===== config.mk =====
export PLATFORM = sky130hd
export DESIGN_NAME = params_loader
export DESIGN_NICKNAME = d
export VERILOG_FILES = /design/src/rtl/params_loader.sv
export SDC_FILE = /design/constraint.sdc
export NUM_CORES = 1
export LEC_CHECK = 0
export CAP_MARGIN = 30
export CORE_MARGIN = 8
export CORE_UTILIZATION = 52
export CTS_CLUSTER_SIZE = 20
export DETAILED_ROUTE_END_ITERATION = 12
export GPL_TIMING_DRIVEN = 0
export PLACE_DENSITY = 0.8
export SETUP_SLACK_MARGIN = 0.15
export SLEW_MARGIN = 20
export SYNTH_ARGS = -nofsm -noshare
export SYNTH_HDL_FRONTEND = slang
export SYNTH_SLANG_ARGS = --single-unit

===== constraint.sdc =====
create_clock -name clk -period 2.8 [get_ports clk]
set_input_delay 0.42 -clock clk [delete_from_list [all_inputs] [get_ports clk]]
set_output_delay 0.42 -clock clk [all_outputs]
set_load 0.1 [all_outputs]

===== src/rtl/params_loader.sv =====
// Parameter-memory loader: takes a (base, count, format) command, then streams
// handshaked CompFx_t words into one registered write per word at sequential addresses.
package params_loader_pkg;
  localparam int CIM_PARAMS_BANK_SIZE_NUM_WORD = 64;
  localparam int N_COMP = 16;

  typedef enum logic [2:0] {
    PARAMS_FX_1_X = 3'd0,
    PARAMS_FX_2_X = 3'd1,
    PARAMS_FX_3_X = 3'd2,
    PARAMS_FX_4_X = 3'd3,
    PARAMS_FX_5_X = 3'd4,
    PARAMS_FX_6_X = 3'd5,
    PARAMS_FX_7_X = 3'd6,
    PARAMS_FX_8_X = 3'd7
  } FxFormatParams_t;
endpackage

module params_loader #(
  parameter int PARAMS_DEPTH = 2 * params_loader_pkg::CIM_PARAMS_BANK_SIZE_NUM_WORD,
  parameter int ADDR_W       = $clog2(PARAMS_DEPTH),
  parameter int N_COMP       = params_loader_pkg::N_COMP
) (
  input  logic                              clk,
  input  logic                              rst_n,
  input  logic                              start,
  input  logic                              abort,
  input  logic [ADDR_W-1:0]                 base_addr,
  input  logic [ADDR_W:0]                   num_words,
  input  params_loader_pkg::FxFormatParams_t format,
  input  logic                              in_valid,
  output logic                              in_ready,
  input  logic [N_COMP-1:0]                 in_data,
  output logic                              wr_chip_en,
  output logic                              wr_en,
  output logic [ADDR_W-1:0]                 wr_addr,
  output logic [N_COMP-1:0]                 wr_data,
  output params_loader_pkg::FxFormatParams_t wr_format,
  output logic                              busy,
  output logic                              done,
  output logic                              err,
  output logic [N_COMP-1:0]                 checksum
);

  typedef enum logic [1:0] {
    ST_IDLE  = 2'd0,
    ST_LOAD  = 2'd1,
    ST_FLUSH = 2'd2
  } state_t;

  localparam logic [ADDR_W+1:0] DEPTH_EXT = (ADDR_W+2)'(PARAMS_DEPTH);
  localparam logic [ADDR_W:0]   CNT_ONE   = {{ADDR_W{1'b0}}, 1'b1};
  localparam logic [ADDR_W:0]   CNT_ZERO  = {(ADDR_W+1){1'b0}};

  state_t                             state_r;
  state_t                             state_next;
  logic [ADDR_W-1:0]                  base_r;
  logic [ADDR_W:0]                    num_r;
  logic [ADDR_W:0]                    count_r;
  params_loader_pkg::FxFormatParams_t format_r;
  logic [N_COMP-1:0]                  checksum_r;
  logic                               err_r;
  logic                               done_r;
  logic                               wr_en_r;
  logic [ADDR_W-1:0]                  wr_addr_r;
  logic [N_COMP-1:0]                  wr_data_r;

  logic [ADDR_W+1:0] end_s;
  logic              range_bad_s;
  logic              cmd_s;
  logic              last_s;
  logic              in_ready_s;
  logic              accept_s;

  // The end address is widened by two bits so base+count can never wrap.
  assign end_s       = {2'b00, base_addr} + {1'b0, num_words};
  assign range_bad_s = end_s > DEPTH_EXT;
  assign cmd_s       = (state_r == ST_IDLE) && start && !abort;
  assign last_s      = (count_r + CNT_ONE) == num_r;
  assign accept_s    = in_valid && in_ready_s;

  // Next-state decode and handshake readiness.
  always_comb begin
    state_next = state_r;
    in_ready_s = 1'b0;
    case (state_r)
      ST_IDLE: begin
        if (cmd_s && !range_bad_s && (num_words != CNT_ZERO)) begin
          state_next = ST_LOAD;
        end else begin
          state_next = ST_IDLE;
        end
      end
      ST_LOAD: begin
        in_ready_s = !abort;
        if (abort) begin
          state_next = ST_IDLE;
        end else if (in_valid && last_s) begin
          state_next = ST_FLUSH;
        end else begin
          state_next = ST_LOAD;
        end
      end
      ST_FLUSH: state_next = ST_IDLE;
      default:  state_next = ST_IDLE;
    endcase
  end

  // State register.
  always_ff @(posedge clk or negedge rst_n) begin
    if (!rst_n) begin
      state_r <= ST_IDLE;
    end else begin
      state_r <= state_next;
    end
  end

  // Command latch, word counter, checksum and the one-entry write stage.
  always_ff @(posedge clk or negedge rst_n) begin
    if (!rst_n) begin
      base_r     <= {ADDR_W{1'b0}};
      num_r      <= CNT_ZERO;
      count_r    <= CNT_ZERO;
      format_r   <= params_loader_pkg::PARAMS_FX_4_X;
      checksum_r <= {N_COMP{1'b0}};
      err_r      <= 1'b0;
      done_r     <= 1'b0;
      wr_en_r    <= 1'b0;
      wr_addr_r  <= {ADDR_W{1'b0}};
      wr_data_r  <= {N_COMP{1'b0}};
    end else begin
      done_r  <= 1'b0;
      wr_en_r <= 1'b0;
      if (cmd_s) begin
        base_r     <= base_addr;
        num_r      <= num_words;
        format_r   <= format;
        count_r    <= CNT_ZERO;
        checksum_r <= {N_COMP{1'b0}};
        err_r      <= range_bad_s;
        done_r     <= !range_bad_s && (num_words == CNT_ZERO);
      end else if (accept_s) begin
        wr_en_r    <= 1'b1;
        wr_addr_r  <= base_r + count_r[ADDR_W-1:0];
        wr_data_r  <= in_data;
        checksum_r <= checksum_r + in_data;
        count_r    <= count_r + CNT_ONE;
      end else if ((state_r == ST_FLUSH) && !abort) begin
        done_r <= 1'b1;
      end
    end
  end

  assign in_ready   = in_ready_s;
  assign busy       = (state_r != ST_IDLE);
  assign wr_chip_en = (state_r != ST_IDLE);
  assign wr_en      = wr_en_r;
  assign wr_addr    = wr_addr_r;
  assign wr_data    = wr_data_r;
  assign wr_format  = format_r;
  assign done       = done_r;
  assign err        = err_r;
  assign checksum   = checksum_r;

endmodule


Word-level counts from Yosys, hierarchy flattened
Index checks and enable logic that the tools add are counted.
{"block": "totals", "wordCells": 50, "reg_bits": 70, "latchBits": 0, "mem_bits_rw": 0, "mem_count": 0, "rom_bits": 0}
{"block": "classes", "eq_ne": 3, "add_sub_neg": 4, "multipliers": 0, "muxes": 14, "reduce_logical": 16, "bitwise": 1, "div": 0, "order_cmp": 1, "shifts": 0}
{"op": "16-bit 2-to-1 mux", "n": 2}
{"op": "16-bit adder", "n": 1}
{"op": "8-bit 2-to-1 mux", "n": 2}
{"op": "7-bit by 8-bit adder with 9-bit output", "n": 1}
{"op": "9-bit by 8-bit greater-than comparator with 1-bit output, second input constant", "n": 1}
{"op": "8-bit by 1-bit adder with 8-bit output, second input constant", "n": 1}
{"op": "8-bit equality test", "n": 1}
{"op": "1-bit logical AND", "n": 8}
{"op": "8-bit logical NOT", "n": 1}
{"op": "8-bit nonzero test", "n": 1}
{"op": "7-bit adder", "n": 1}
{"op": "1-bit 2-to-1 mux", "n": 7}
{"op": "2-bit 2-to-1 mux", "n": 2}
{"op": "2-bit case mux with 2 select lines", "n": 1}
{"op": "2-bit nonzero test", "n": 2}
{"op": "2-bit by 1-bit equality test with 1-bit output, second input constant", "n": 1}
{"op": "2-bit equality test, second input constant", "n": 1}
{"op": "1-bit logical NOT", "n": 2}
{"op": "2-bit logical NOT", "n": 1}
{"op": "2-bit AND reduction", "n": 1}
{"op": "1-bit NOT", "n": 1}

Longest topological paths before layout
{"block": "logic_depth", "depth_word": 7, "ltp_mapped": 9}

Worst setup path after synthesis
No wires, ideal clock.
{"block": "synth_timing", "path_type": "reg2reg", "from": "reg state_r[1]", "to": "reg checksum_r[15], in the netlist checksum[15]", "path_stages_with_launch": 9, "slack_ps": -151, "arrival_ps": 2821, "n_path_buf": 0, "cell_sequence": "dfrtp_1 > nor3b_2 > nand2_1 > inv_2 > nand2_1 > nand2_1 > a31oi_1 > o311ai_1 > nand3_1"}
{"block": "synth_via", "elab_chain_len": 4}
{"element": "start: declaration", "line": "55", "text": "state_t state_r;"}
{"element": "start signal: assignment", "line": "114", "text": "state_r <= state_next;"}
{"element": "2-bit by 1-bit equality test with 1-bit output", "line": "86", "text": "case (state_r)"}
{"element": "1-bit 2-to-1 mux", "line": "86"}
{"element": "via in_ready", "line": "32", "text": "output logic in_ready,"}
{"element": "1-bit logical AND", "line": "80", "text": "assign accept_s = in_valid && in_ready_s;"}
{"element": "2-bit nonzero test (no source line)"}
{"element": "end signal: assignment", "line": "125", "text": "checksum_r <= {N_COMP{1'b0}};"}
{"element": "end signal: assignment", "line": "139", "text": "checksum_r <= {N_COMP{1'b0}};"}
{"element": "end signal: assignment", "line": "146", "text": "checksum_r <= checksum_r + in_data;"}
{"element": "end: declaration", "line": "61", "text": "logic [N_COMP-1:0] checksum_r;"}
The timed path passes the listed nets, and every way through them passes these cells.
A chain may end at the register's enable or synchronous reset.

Worst setup path in the final report
{"block": "layout_timing", "from": "in in_data[0]", "to": "reg checksum_r[14], in the netlist checksum[14]"}
{"block": "layout_via", "elab_chain_len": 3}
{"element": "start: declaration", "line": "33", "text": "input logic [N_COMP-1:0] in_data,"}
{"element": "16-bit adder", "line": "146"}
{"element": "16-bit 2-to-1 mux", "line": "142", "text": "end else if (accept_s) begin"}
{"element": "16-bit 2-to-1 mux", "line": "134", "text": "if (cmd_s) begin"}
No other way between the ends. The select of a mux whose other input is x is not followed.

==> flow_summary_export.csv <==
group,metric,value,unit
worst_setup_path,cp-start-kind,"input pin",
timing,setup_viol,0,
timing,hold_slack,0.4602,ns
clock_tree,post_cts.repair.setup_buffers,0,
timing,setup_slack,0.2055,ns
yosys,syn_avg_cell_area,8.725,sq um
final_layout,final_cell_mix,"nand2_1, clkdlybuf4s50_1, dfrtp_1",
clock_tree,worstSkewPairLatency,0.35,ns
timing,slew_viol_final,0,
drt,drcViolationCount,0,
placed_design,gp_congestion,0.8570,
worst_setup_path,crit_type,"input pin to flop",
timing,fin_crit,2.595,ns
floorplan,initial_core_util,52.56,%
worst_setup_path,worstPathMaxFanout,3,
timing,max_clock_freq,0.3854,GHz
worst_setup_path,worst_path_largest_cell_delay,0.52,ns
clock_tree,numCtsBuffers,9,
yosys,ys_async_sr_fraction,100.0,%
drt,dr.pass1.iters,4,
yosys,ys_seq_area_share,41.45,%
worst_setup_path,required,3.03,ns
timing,final.period_utilization,92.66,%
flow_run,maxCapViolations,0,
power,power_frac_comb,55.4,%
yosys,synth_ff_type,"dfrtp_1",
power,swShare,51.73,%
timing,finalClockSkew,0.01014,ns
placed_design,dp_slack,-0.1682,ns
drt,vias,3891,
clock_tree,cts_sinks,70,
worst_setup_path,crit_top_cell,"nand3_1",
worst_setup_path,crit_family,"compound AO/OA/AOI/OAI gates",
drt,via_per_inst,5.607,
timing,hold_viol_final,0,
yosys,ys_seq_elements,70,
clock_tree,cts_tree,"yes",
worst_setup_path,critPathCaptureType,"flop",
power,pwr-share-clk,16.4,%
placed_design,post-dp-hpwl,8779,um
floorplan,die_area,0.01128,sq mm
yosys,yosysUniqueCellTypes,54,
drt,wl,11230,um
floorplan,die_y,106.2,um
floorplan,rows,33,
floorplan,io_pins,87,
global_routing,antenna_found_initial,0,
timing,slew-limit-headroom,32.66,%
worst_setup_path,rrSetupSlack,0.42,ns
worst_setup_path,crit_slowest_cell,"clkdlybuf4s50_1",
worst_setup_path,cp_num_buf_inv,2,
yosys,yosysWarnings,0,
floorplan,core-area,0.008051,sq mm
final_layout,layout_commonest_cell,"nand2_1",
power,power_switching,0.002621,W
global_routing,use_met3,4.598,%
yosys,netlist_area,0.004232,sq mm
final_layout,final_nets,655,
final_layout,layout-drive-gt1-share,5.603,%
yosys,synth_edf_count,0,
power,internal-power,0.002446,W
drt,drtAntennaViolNets,0,
global_routing,top_usage_layer,"met2",
power,seqPwrFrac,28.2,%
drt,wl_per_cell,16.19,um
yosys,synth_fp_nets,556,
yosys,postSynthCellCount,485,
final_layout,antenna_cells,0,
placed_design,port_buffers,86,
run_status,status,"complete, no violations",
clock_tree,root_buffer,"clkbuf_8",
clock_tree,cts_buffer_depth,2,
power,p_leak,2.490,nW
floorplan,fp.dieW,106.2,um
global_routing,gr-total-overflow,0,
clock_tree,cts_max_level,3,
global_routing,track_usage,20.54,%
global_routing,global_route.usage.met1,22.47,%
global_routing,grt_start_max_net_pins,48,
timing,rsz0062_at_grt,"yes",
power,peakVddDrop,0.4676,mV
worst_setup_path,worstPathCellList,"clkdlybuf4s50_1, ha_1, inv_1, fa_1, nor2b_1, o2111ai_2, a311o_1, nand3_1, mux2i_1, nand3_1",
global_routing,grt_pass1_vias,4076,
final_layout,area_growth,29.33,%
drt,drt_iter0_drc,254,
worst_hold_path,hp-class,"flop to flop",
power,cellPowerDensity,925.8,mW/mm^2
timing,tightest_slew,1.007,ns
worst_setup_path,crit_arrival,2.82,ns
global_routing,met2_usage,35.88,%
global_routing,grt_pass1_wl,18750,um
clock_tree,cts.clk_slew.worst_paths,0.07,ns
## cell type report
cell class	count	area [sq um]
inverters	14	52.55
repair buffers	88	893.4
fillers	669	2579
flip-flops and latches	70	1757
well taps	105	131.4
plain buffers	17	78.83
clock inverters	1	30.03
multi-input cells	384	2364
clock buffers	15	166.4
## Yosys cell counts (2+ instances only)
master	n	area [sq um]
nor2_1	19	71.32
nand3_1	25	125.1
ha_1	29	362.9
nor2b_1	6	37.54
fa_1	3	60.06
and3_1	6	37.54
clkbuf_1	12	45.04
nor4_1	3	18.77
dfrtp_1	68	1702
nor3_1	5	25.02
o21ai_1	34	170.2
dfstp_2	2	52.55
o21a_1	4	30.03
nor3b_1	2	15.01
o21ai_0	11	55.05
a211o_1	2	17.52
nor4b_2	2	30.03
inv_1	13	48.80
and2_1	2	12.51
a31oi_1	4	25.02
o2111ai_1	3	26.28
a22o_1	2	17.52
a21o_1	5	37.54
nand2b_1	3	18.77
mux2i_1	3	30.03
nand4_1	4	25.02
nand2_1	130	488.0
xnor2_1	10	87.58
or3_1	3	18.77
a2111o_1	2	22.52
o211ai_1	4	30.03
xor2_1	17	148.9
o31ai_1	7	52.55
buf_2	3	15.01
a21oi_1	14	70.07
a211oi_1	5	37.54
## final timing paths
check                                               from                       end  cells after the start
min in group asynchronous                          rst_n    wr_data[2]$_DFFE_PN0P_                      2
worst max register to register   checksum[0]$_DFFE_PN0P_  checksum[14]$_DFFE_PN0P_                      9
worst min-delay path            wr_format[1]$_DFFE_PN1P_  wr_format[1]$_DFFE_PN1P_                      2
worst max-delay path                          in_data[0]  checksum[14]$_DFFE_PN0P_                     10
worst min register to register  wr_format[1]$_DFFE_PN1P_  wr_format[1]$_DFFE_PN1P_                      2
max in group asynchronous                          rst_n  wr_format[1]$_DFFE_PN1P_                      3
## stage by stage
stage               setup TNS, ns  utilization, %  area, sq um  instances  power, W
floorplan                       0               -         4240        485  0.003545
global placement           -71.18           64.99         5233        676  0.004194
detailed placement        -0.5204           65.30         5258        677  0.004257
CTS                             0           67.83         5461        694  0.005083
global route                    0           67.97         5473        694  0.005292
finish                          0           67.97         5473        694  0.005067
## worst min-delay path, cell delays in order (launching register included)
cell and delay (ns):
dfstp_2 0.37, nand2_1 0.05, nand2_1 0.05
## state kept, by name, summed over array words and instances, names as in the netlist
name / cells
wr_addr: 7
done: 1
wr_en: 1
state_r: 2
checksum: 16
base_r: 7
count_r: 8
wr_format: 3
num_r: 8
err: 1
wr_data: 16
## logic make-up after synthesis
family	after synthesis	synth area share, %
fa+ha+maj	32	9.994
compound gates	103	15.52
buf+inv	31	3.105
simple gates	219	23.63
mux	3	0.7097
xor+xnor	27	5.588
flops	70	41.45
## metal layers
metal / vias to the layer above / share of wire [%]
li1: 1890 / -
met1: 1836 / 41
met2: 138 / 50
met3: 27 / 6.0
met4: 0 / 3.2
met5: - / 0
## power by group through the flow
stage	registers, W	clock network [W]	logic, W
floorplan	0.00285	0	0.000694
global placement	0.00144	0	0.00276
detailed placement	0.00145	0	0.00281
CTS	0.00143	0.000839	0.00282
global route	0.00146	0.000882	0.00295
finish	0.00143	0.000830	0.00281
## repair_timing
action | in CTS | in global routing
endpoints found under the hold margin | 22 | 0
resized for setup | 2 | 2
setup endpoints to repair | 2 | 3
hold buffers | 1 | 0
No activity file was read; power rests on OpenSTA's default activity.
